**src/rtl/conv_window_engine_pkg.sv**
```systemverilog
// conv_pkg: shared types and helpers for the convolution window engine.
// Holds the FSM state enum, accumulator sizing and pixel saturation.
package conv_pkg;

    localparam int KSIZE_W = 4;

    typedef enum logic [1:0] {
        IDLE,
        ACCUM,
        NORM,
        OUT
    } conv_state_t;

    // Signed accumulator width that cannot overflow for a full window.
    function automatic int acc_width(input int pix_w,
                                     input int coef_w,
                                     input int max_size);
        return pix_w + coef_w + $clog2(max_size * max_size) + 1;
    endfunction

    // Clamp a signed value into the unsigned range [0, 2^pix_w-1].
    function automatic logic [31:0] saturate_pixel(
        input logic signed [63:0] v,
        input int                 pix_w
    );
        logic signed [63:0] hi;
        hi = (64'sd1 <<< pix_w) - 64'sd1;
        if (v < 0)
            return '0;
        else if (v > hi)
            return hi[31:0];
        else
            return v[31:0];
    endfunction

endpackage

```
**src/rtl/conv_window_engine_if.sv**
```systemverilog
// conv_window_engine_if: job (window/kernel/config) and result handshakes.
// master = job source / result sink, slave = engine.
interface conv_window_engine_if #(
    parameter int MAX_SIZE = 7,
    parameter int PIX_W    = 8,
    parameter int COEF_W   = 8
);
    import conv_pkg::*;

    logic                               in_valid;
    logic                               in_ready;
    logic [MAX_SIZE*MAX_SIZE*PIX_W-1:0] window;
    logic [MAX_SIZE*MAX_SIZE*COEF_W-1:0] kernel;
    logic [KSIZE_W-1:0]                 ksize;
    logic [4:0]                         norm_shift;
    logic                               out_valid;
    logic                               out_ready;
    logic [PIX_W-1:0]                   out_pixel;
    logic                               out_err;

    modport master (
        output in_valid, window, kernel, ksize, norm_shift, out_ready,
        input  in_ready, out_valid, out_pixel, out_err
    );

    modport slave (
        input  in_valid, window, kernel, ksize, norm_shift, out_ready,
        output in_ready, out_valid, out_pixel, out_err
    );

endinterface

```
**src/rtl/conv_window_engine_mac_lane.sv**
```systemverilog
// conv_mac_lane: unsigned pixel x signed coefficient product, gated to 0.
// Ports: pix_i, coef_i, en_i (column in range) -> prod_o (signed).
module conv_mac_lane #(
    parameter int PIX_W  = 8,
    parameter int COEF_W = 8
) (
    input  logic [PIX_W-1:0]                pix_i,
    input  logic signed [COEF_W-1:0]        coef_i,
    input  logic                            en_i,
    output logic signed [PIX_W+COEF_W:0]    prod_o
);

    localparam int PW = PIX_W + COEF_W + 1;

    logic signed [PW-1:0] a;
    logic signed [PW-1:0] b;

    always_comb begin
        a      = PW'($signed({1'b0, pix_i}));
        b      = PW'(coef_i);
        prod_o = en_i ? a * b : '0;
    end

endmodule

```
**src/rtl/conv_window_engine.sv**
```systemverilog
// conv_window_engine: MACs a ksize x ksize window against a signed kernel,
// LANES columns per cycle, then shifts and saturates to one pixel.
// Ports: clk, n_rst (async, active-low), clear (sync abort),
//        bus (conv_window_engine_if.slave: job in, result out).
// Build option: define CONV_ROUND_EN for round-half-up before the shift.
module conv_window_engine
    import conv_pkg::*;
#(
    parameter int MAX_SIZE = 7,
    parameter int PIX_W    = 8,
    parameter int COEF_W   = 8,
    parameter int LANES    = 1
) (
    input  logic             clk,
    input  logic             n_rst,
    input  logic             clear,
    conv_window_engine_if.slave bus
);

    localparam int ACC_W  = acc_width(PIX_W, COEF_W, MAX_SIZE);
    localparam int NW     = ACC_W + 1;
    localparam int PROD_W = PIX_W + COEF_W + 1;
    localparam int WIN_W  = MAX_SIZE * MAX_SIZE * PIX_W;
    localparam int KER_W  = MAX_SIZE * MAX_SIZE * COEF_W;

    conv_state_t               state_q;
    logic                      in_ready_q;
    logic                      out_valid_q;
    logic [PIX_W-1:0]          out_pixel_q;
    logic                      out_err_q;
    logic                      err_q;
    logic signed [ACC_W-1:0]   acc_q;
    logic [KSIZE_W-1:0]        x_q;
    logic [KSIZE_W-1:0]        y_q;
    logic [WIN_W-1:0]          win_q;
    logic [KER_W-1:0]          ker_q;
    logic [KSIZE_W-1:0]        ksize_q;
    logic [4:0]                shift_q;

    logic signed [PROD_W-1:0]  prod [LANES];
    logic signed [ACC_W-1:0]   lane_sum;
    logic                      bad_ks;
    logic                      row_end;
    logic                      last_row;
    logic signed [NW-1:0]      pre;
    logic signed [NW-1:0]      shifted;
    logic [PIX_W-1:0]          sat;

    // ksize_q is stored as 0 on error jobs, so every lane stays gated and
    // the window index never leaves the array.
    for (genvar i = 0; i < LANES; i++) begin : g_lane
        int   col;
        int   idx;
        logic en;

        always_comb begin
            col = int'(x_q) + i;
            en  = col < int'(ksize_q);
            idx = en ? int'(y_q) * MAX_SIZE + col : 0;
        end

        conv_mac_lane #(
            .PIX_W  (PIX_W),
            .COEF_W (COEF_W)
        ) u_lane (
            .pix_i  (win_q[idx*PIX_W +: PIX_W]),
            .coef_i (ker_q[idx*COEF_W +: COEF_W]),
            .en_i   (en),
            .prod_o (prod[i])
        );
    end

    always_comb begin
        lane_sum = '0;
        for (int i = 0; i < LANES; i++)
            lane_sum += ACC_W'(prod[i]);
    end

    always_comb begin
        bad_ks   = (bus.ksize == '0) || (int'(bus.ksize) > MAX_SIZE);
        row_end  = int'(x_q) + LANES >= int'(ksize_q);
        last_row = row_end && (y_q == ksize_q - KSIZE_W'(1));
    end

    always_comb begin
        pre = NW'(acc_q);
`ifdef CONV_ROUND_EN
        if (shift_q != '0)
            pre = pre + (NW'(1) <<< (shift_q - 5'd1));
`endif
        shifted = pre >>> shift_q;
        sat     = PIX_W'(saturate_pixel(64'(shifted), PIX_W));
    end

    always_ff @(posedge clk or negedge n_rst) begin
        if (!n_rst) begin
            state_q     <= IDLE;
            in_ready_q  <= 1'b1;
            out_valid_q <= 1'b0;
            out_pixel_q <= '0;
            out_err_q   <= 1'b0;
            err_q       <= 1'b0;
            acc_q       <= '0;
            x_q         <= '0;
            y_q         <= '0;
            win_q       <= '0;
            ker_q       <= '0;
            ksize_q     <= '0;
            shift_q     <= '0;
        end else if (clear) begin
            state_q     <= IDLE;
            in_ready_q  <= 1'b1;
            out_valid_q <= 1'b0;
            out_err_q   <= 1'b0;
            err_q       <= 1'b0;
            acc_q       <= '0;
            x_q         <= '0;
            y_q         <= '0;
        end else begin
            case (state_q)
                IDLE: begin
                    if (bus.in_valid) begin
                        win_q      <= bus.window;
                        ker_q      <= bus.kernel;
                        shift_q    <= bus.norm_shift;
                        acc_q      <= '0;
                        x_q        <= '0;
                        y_q        <= '0;
                        in_ready_q <= 1'b0;
                        if (bad_ks) begin
                            err_q   <= 1'b1;
                            ksize_q <= '0;
                            state_q <= NORM;
                        end else begin
                            err_q   <= 1'b0;
                            ksize_q <= bus.ksize;
                            state_q <= ACCUM;
                        end
                    end
                end
                ACCUM: begin
                    acc_q <= acc_q + lane_sum;
                    if (row_end) begin
                        x_q <= '0;
                        if (last_row) begin
                            y_q     <= '0;
                            state_q <= NORM;
                        end else begin
                            y_q <= y_q + KSIZE_W'(1);
                        end
                    end else begin
                        x_q <= x_q + KSIZE_W'(LANES);
                    end
                end
                NORM: begin
                    out_valid_q <= 1'b1;
                    out_err_q   <= err_q;
                    out_pixel_q <= err_q ? '0 : sat;
                    state_q     <= OUT;
                end
                OUT: begin
                    if (bus.out_ready) begin
                        out_valid_q <= 1'b0;
                        out_err_q   <= 1'b0;
                        in_ready_q  <= 1'b1;
                        state_q     <= IDLE;
                    end
                end
                default: state_q <= IDLE;
            endcase
        end
    end

    assign bus.in_ready  = in_ready_q;
    assign bus.out_valid = out_valid_q;
    assign bus.out_pixel = out_pixel_q;
    assign bus.out_err   = out_err_q;

endmodule

```
**src/flat_wrapper.sv**
```systemverilog
// flat-port wrapper written by rule: the top's interface ports become plain ports
module conv_window_engine_flat import conv_pkg::*;
#(
    parameter int MAX_SIZE = 7,
    parameter int PIX_W    = 8,
    parameter int COEF_W   = 8,
    parameter int LANES    = 1
)
  (clk, n_rst, clear, bus_in_valid, bus_window, bus_kernel, bus_ksize, bus_norm_shift, bus_out_ready, bus_in_ready, bus_out_valid, bus_out_pixel, bus_out_err);
  conv_window_engine_if #(.MAX_SIZE(MAX_SIZE), .PIX_W(PIX_W), .COEF_W(COEF_W)) bus_i ();
  input  logic clk;
  input  logic n_rst;
  input  logic clear;
  input wire logic [$bits(bus_i.in_valid)-1:0] bus_in_valid;
  input wire logic [$bits(bus_i.window)-1:0] bus_window;
  input wire logic [$bits(bus_i.kernel)-1:0] bus_kernel;
  input wire logic [$bits(bus_i.ksize)-1:0] bus_ksize;
  input wire logic [$bits(bus_i.norm_shift)-1:0] bus_norm_shift;
  input wire logic [$bits(bus_i.out_ready)-1:0] bus_out_ready;
  output wire logic [$bits(bus_i.in_ready)-1:0] bus_in_ready;
  output wire logic [$bits(bus_i.out_valid)-1:0] bus_out_valid;
  output wire logic [$bits(bus_i.out_pixel)-1:0] bus_out_pixel;
  output wire logic [$bits(bus_i.out_err)-1:0] bus_out_err;
  assign bus_i.in_valid = bus_in_valid;
  assign bus_i.window = bus_window;
  assign bus_i.kernel = bus_kernel;
  assign bus_i.ksize = bus_ksize;
  assign bus_i.norm_shift = bus_norm_shift;
  assign bus_i.out_ready = bus_out_ready;
  assign bus_in_ready = bus_i.in_ready;
  assign bus_out_valid = bus_i.out_valid;
  assign bus_out_pixel = bus_i.out_pixel;
  assign bus_out_err = bus_i.out_err;
  conv_window_engine #(.MAX_SIZE(MAX_SIZE), .PIX_W(PIX_W), .COEF_W(COEF_W), .LANES(LANES)) u_core (.clk(clk), .n_rst(n_rst), .clear(clear), .bus(bus_i));
endmodule
```
**config.mk**
```make
export PLATFORM = sky130hd
export DESIGN_NAME = conv_window_engine_flat
export DESIGN_NICKNAME = d
export VERILOG_FILES = /design/src/rtl/conv_window_engine_pkg.sv /design/src/rtl/conv_window_engine_if.sv /design/src/rtl/conv_window_engine_mac_lane.sv /design/src/rtl/conv_window_engine.sv /design/src/flat_wrapper.sv
export SDC_FILE = /design/constraint.sdc
export NUM_CORES = 2
export LEC_CHECK = 0
export CORE_ASPECT_RATIO = 1.25
export CORE_MARGIN = 2
export CORE_UTILIZATION = 38
export CTS_CLUSTER_SIZE = 40
export DETAILED_ROUTE_END_ITERATION = 16
export SLEW_MARGIN = 5
export SYNTH_ARGS = -nofsm -noshare
export SYNTH_HDL_FRONTEND = slang
export SYNTH_SLANG_ARGS = --single-unit
```
**constraint.sdc**
```tcl
create_clock -name clk -period 9 [get_ports clk]
set_input_delay 0.9 -clock clk [delete_from_list [all_inputs] [get_ports clk]]
set_output_delay 0.9 -clock clk [all_outputs]
set_load 0.01 [all_outputs]
```
Word-level counts from Yosys, hierarchy flattened
Cells that the tools add are included.
W data, S select, Z words.
Cells by class
  eq/ne operators: 8
  $mul: 2
  mux-type cells: 37
  shift-type cells: 3
  div/mod/pow operators: 0
  $add $sub $neg: 6
  bitwise logic cells: 1
  reduce and logical (&&, ||, !) cells: 17
  order comparisons: 5
Operators by type and width (count)
  $shiftx A392 B32 Y8: 2
  $mux W23: 2
  $pmux W23 S2: 1
  $ge A32 B5 Y1: 1
  $add A29 B5 Y29: 1
  $mux W29: 1
  $mux W4: 7
  $gt A24 B9 Y1 const B: 1
  $lt A24 B1 Y1 const B: 1
  $mux W8: 3
  $sshr A23 B5 Y24: 1
  $add A23 B17 Y23: 1
  $mul A9 B8 Y17: 1
  $mux W17: 1
  $pmux W4 S2: 2
  $mux W2: 6
  $mux W1: 10
  $reduce_and A3 Y1: 3
  $reduce_bool A3 Y1: 3
  $add A4 B1 Y4 const B: 2
  $pmux W2 S4: 1
  $reduce_and A2 Y1: 4
  $mul A4 B3 Y7 const B: 1
  $ne A3 B2 Y1 const B: 2
  16 further kinds: 21
Storage, ports and cells
  register bits: 838
  latch bits: 0
  ROM bits: 0
  input port bits: 798
  output and inout bits: 11
  RAM bits: 0
  logic and storage cells: 92
  memories kept: 0

Logic depth before layout (Yosys ltp)
  depth in word-level cells: 9
  gate-level depth with buffers: 44
  gate-level depth less buffers: 41

Hierarchy
Synthesis repeated with hierarchy kept, for this count alone.
Unflattened totals
  cell total of the unflattened synthesis: 3421
  area total of the unflattened synthesis: 42827.3 um^2
Modules (own cells, without submodules)
  conv_window_engine: instances 1, sequential area each 20971.4 um^2, area an instance 40496.3 um^2, cells an instance 3150
  conv_mac_lane: instances 1, sequential area each 0.0 um^2, area an instance 2331.0 um^2, cells an instance 271

Least setup slack after synthesis
No wires, ideal clock.
  path type: reg-to-reg
  from: register u_core.y_q[1]
  to: register u_core.acc_q[22]
  clock period less this slack: 9.516 ns
  slack: -0.516 ns
  path buffers: 0
  arrival time: 9.429 ns
  stages on the path, launching flop included: 40
  required time: 8.913 ns
  cells stage by stage: dfrtp_1 fa_1 ha_1 fa_1 ha_1 nor2_1 a21oi_2 and4bb_1 mux2i_2 and2b_1 nand2_1 a211oi_1 a221oi_4 or2_1 fa_1 fa_1 inv_1 fa_1 [4 not listed] inv_1 o21bai_1 a21oi_1 o21ba_2 o21ai_0 o41ai_1 xor2_1 nor2_1 ha_1 and3_1 a221oi_1 nor2b_1 o211ai_1 nand2_1 a2111o_1 a21o_1 and2_1 o211ai_1
On the way
  longest elaborated chain between the ends: 9
  elaborated cells on any way between the ends: 10
  classes of those cells: 2 x add/sub; 2 x mul; 2 x shift; 4 x mux
Ends and longest elaborated chain
  start, declared: RTL line conv_window_engine.sv:34  | logic [KSIZE_W-1:0] y_q;
  start signal, assigned: RTL line conv_window_engine.sv:149  | y_q <= y_q + KSIZE_W'(1);
  $mul A4 B3 Y7 (*): RTL line conv_window_engine.sv:59  | idx = en ? int'(y_q) * MAX_SIZE + col : 0;
  $add A29 B5 Y29 (*): RTL line conv_window_engine.sv:59
  $mux W29 (*): RTL line conv_window_engine.sv:59
  $shiftx A392 B32 Y8 (on tied branches): RTL line conv_window_engine.sv:66, conv_window_engine.sv:67
  $mul A9 B8 Y17 (*): RTL line conv_window_engine_mac_lane.sv:21  | prod_o = en_i ? a * b : '0;
  $mux W17 (*): RTL line conv_window_engine_mac_lane.sv:21
  $add A23 B17 Y23 (*): RTL line conv_window_engine.sv:142  | acc_q <= acc_q + lane_sum;
  $pmux W23 S2 (*): RTL line conv_window_engine.sv:120  | case (state_q)
  $mux W23 (*): RTL line conv_window_engine.sv:110  | end else if (clear) begin
  end signal, assigned: RTL line conv_window_engine.sv:142
  end, declared: RTL line conv_window_engine.sv:32  | logic signed [ACC_W-1:0] acc_q;
Every way passes the cells marked *; elsewhere a longest branch is shown, timed or not.
A chain may end at the register's enable or synchronous reset.

Worst setup path after layout
  from: register u_core.y_q[0]
  to: register u_core.acc_q[22]
The elaborated chain is that of the path after synthesis.

==> key figures <==
Timing
  – Slew Limit Fails: 0
  – Final Worst Setup Slack: -373 ps
  – RSZ-0062 raised after global routing: yes
  – Slew headroom: 19.7%
  – Max Clock Skew: 33.5 ps
  – Maximum clock rate: 107 MHz
  – Tmin final: 9370 ps
  – Worst hold slack: 243 ps
  – Setup-failing EPs final: 6
  – Fin crit share: 104%
  – Final Hold Viols: 0
  – TNS Setup: -580 ps
  – Worst slew pin tran: 1200 ps

Critical path
  – Slowest cell on crit path: fa_1
  – Crit-path max FO: 6
  – CP arrival: 9980 ps
  – Peak per-stage delay on the critical path: 550 ps
  – Worst setup SP type: register
  – Setup CP Type: reg -> reg
  – CP required: 9610 ps
  – Crit end category: register

Synthesis
  – Synth top cells by count: dfrtp_1 (837), mux2_2 (801), nand2_1 (147), clkbuf_1 (136), nor2_1 (129)
  – Synth area leader: dfrtp_1
  – Most used DFF post-synth: dfrtp_1
  – Synth top area share: 49.1%
  – Post-synth EDFFs: 0
  – Seq/Total Area, Yosys: 49.1%
  – Cells after synthesis: 3,438
  – Top-count cell post-synth: dfrtp_1
  – Area contributors post-synth: dfrtp_1 (49%), mux2_2 (21%), ha_1 (2.6%)
  – Synth Area per Inst: 12.4 um^2
  – Seq cells post-synth: 838
  – Synth async-reset ratio: 100%
  – Mapped Area: 42,700 um^2
  – Synth Warn #: 0
  – Post-Syn Nets: 4,367
  – Synth cell types: 104

Die
  – Die Wd: 304 um
  – Row cnt: 137
  – Count of boundary I/O pins: 809
  – Starting utilization of the core area: 38.3%
  – Die ar.: 115,000 um^2
  – Core area: 112,000 um^2
  – Die Height: 379 um

Clocking
  – H-tree level count: 3
  – Clock latency on the worst-skew pair: 720 ps
  – Bufs on Longest Clock Path: 3
  – CTS Buf Count: 91
  – Clk root buf: clkbuf_16
  – Worst-path clk slew: 60 ps
  – TritonCTS clock tree: done
  – CTS sink count: 838

Pwr
  – Leakage: 25.8 nW
  – VDD IR max: 0.00115 V
  – Power per cell area: 468 nW/um^2
  – Total power: 28.5 mW

Place
  – I/O Buffers: 808
  – Detailed placement HPWL: 137,000 um
  – Routability-driven placement congestion ratio: 0.918
  – DP Cell Count: 5,935
  – Dpl ws: -1070 ps

Drt
  – Post-route ant nets: 0
  – Initial DRT Pass Iterations: 5
  – Residual DRC count: 0
  – Vias per cell: 5.54
  – Vias post-DR: 34,300
  – Final wirelength: 176,000 um
  – First-iteration detailed-routing DRC count: 2,373
  – Wire per inst: 28.3 um

Outcome
  – Violated checks: setup timing
  – Status: finished with violations

Global routing
  – GR Overflow Total: 0
  – Wire length of the first global-routing pass: 250,000 um
  – Largest net degree at the start of global routing: 184
  – GRT Util Overall: 30.0%
  – Number of global-route vias before repair: 36,000
  – Antenna violations before repair: 76

Layout
  – Final non-filler cell total: 6,204
  – Synth-to-layout area growth: 42.8%
  – Fillers: 9,651
  – Share of post-route cells with drive strength above 1: 37.5%
  – Multi-input gate area: 21,800 um^2
  – Sequential Area: 21,000 um^2
  – # nets final: 5,560

Run
  – Max Cap Viol: 0

Worst hold path
  – Hold Crit Class: in -> async
[per-stage QoR]
stage	utilization [%]	area [um^2]
after floorplan	-	42800
after global placement	50.1	56000
after detailed placement	50.1	56000
after CTS	54.0	60200
after global routing	54.6	61000
final	54.6	61000
[sequential cells by signal (all words and copies together), names as in the netlist]
| register | count |
|---|---|
| u_core.acc_q | 23 |
| u_core.bus.in_ready | 1 |
| u_core.bus.out_err | 1 |
| u_core.bus.out_pixel | 8 |
| u_core.bus.out_valid | 1 |
| u_core.err_q | 1 |
| u_core.ker_q | 392 |
| u_core.ksize_q | 4 |
| u_core.shift_q | 5 |
| u_core.state_q | 2 |
| u_core.win_q | 392 |
| u_core.x_q | 4 |
| u_core.y_q | 4 |
[what timing repair did]
action,CTS,global route
hold buffers,0,0
setup buffers,46,20
gates cloned,2,0
setup endpoints to repair,15,12
endpoints found under the hold margin,0,0
resized for setup,171,97
pin swaps,84,73
[layout by cell type, fill, tap and decap left out, types with 24 or more instances in the layout]
| cell | Yosys | routed |
|---|---|---|
| clkbuf_16 | 0 | 93 |
| a31oi_1 | 36 | 28 |
| nor2_1 | 129 | 111 |
| mux4_2 | 39 | 39 |
| buf_12 | 0 | 46 |
| clkbuf_1 | 136 | 26 |
| a22o_1 | 25 | 25 |
| inv_1 | 89 | 78 |
| nand3_1 | 35 | 30 |
| diode_2 | 0 | 43 |
| mux2_2 | 801 | 801 |
| o21ai_0 | 54 | 45 |
| nor3_1 | 45 | 39 |
| a21oi_1 | 119 | 98 |
| buf_4 | 8 | 450 |
| o22ai_1 | 61 | 60 |
| dfrtp_1 | 837 | 835 |
| and2_1 | 31 | 27 |
| mux2i_1 | 55 | 53 |
| buf_6 | 3 | 33 |
| o221ai_1 | 108 | 103 |
| fa_1 | 43 | 36 |
| a211oi_1 | 49 | 37 |
| and3_1 | 26 | 24 |
| ha_1 | 88 | 73 |
| nand2_1 | 147 | 133 |
| clkdlybuf4s50_1 | 0 | 807 |
[final timing paths]
kind / from / end / slack (ps) / depth (start not counted)
setup / recovery: u_core.y_q[0]$_DFFE_PN0P_ / u_core.acc_q[22]$_DFFE_PN0P_ / -370 / 42
hold / removal: n_rst / u_core.win_q[97]$_DFFE_PN0P_ / 240 / 1
setup reg to reg: u_core.y_q[0]$_DFFE_PN0P_ / u_core.acc_q[22]$_DFFE_PN0P_ / -370 / 42
hold reg to reg: u_core.ker_q[87]$_DFFE_PN0P_ / u_core.ker_q[87]$_DFFE_PN0P_ / 500 / 1
max in group asynchronous: n_rst / u_core.win_q[0]$_DFFE_PN0P_ / 6390 / 3
min in group clk: u_core.ker_q[87]$_DFFE_PN0P_ / u_core.ker_q[87]$_DFFE_PN0P_ / 500 / 1
[power breakdown]
| part | leakage, nW | internal (mW) | switching [mW] | total (mW) |
|---|---|---|---|---|
| Combinational | 14.4 | 9.24 | 8.58 | 17.8 |
| Sequential | 9.97 | 5.64 | 1.21 | 6.85 |
| Clock | 1.49 | 2.26 | 1.62 | 3.88 |
[routing by layer]
| metal | vias to the layer above | GRT usage [%] | part of all wire (%) |
|---|---|---|---|
| met3 | 337 | 7.23 | 6.5 |
| met2 | 1141 | 51.9 | 50 |
| li1 | 15300 | - | - |
| met1 | 17600 | 34.9 | 38 |
| met4 | 64 | 14.5 | 4.5 |
| met5 | - | 0 | 0.24 |
[cell families (layout without fill, tap and decap cells)]
family	Yosys count	after routing	synth area share, %
DFF	838	838	49.1
buffers and inverters	331	1595	3.22
and+or+nand+nor	521	521	5.97
AOI/OAI and AO/OA	682	682	11.8
muxes	896	896	24.5
other	0	43	0
adders and majority gates	131	131	4.59
xor gates and xnor gates	39	39	0.853
[cell type report]
| type | count | share of cell area [%] |
|---|---|---|
| clock buffers | 134 | 4.32 |
| inverters | 91 | 0.568 |
| repair buffers | 1340 | 21.1 |
| multi-input cells | 2269 | 35.8 |
| clock inverters | 30 | 0.675 |
| diodes | 43 | 0.176 |
| well taps | 1459 | 2.99 |
| flip-flops and latches | 838 | 34.4 |
[worst max-delay path: cells and delay by family, from the launching register on]
| family | cells | cell delay, ps |
|---|---|---|
| xor gates and xnor gates | 1 | 190 |
| adders and majority gates | 10 | 3980 |
| buffers and inverters | 10 | 1120 |
| DFF | 1 | 420 |
| and+or+nand+nor | 8 | 1300 |
| AOI/OAI and AO/OA | 13 | 2200 |
Power figures use the tool's default switching activity.
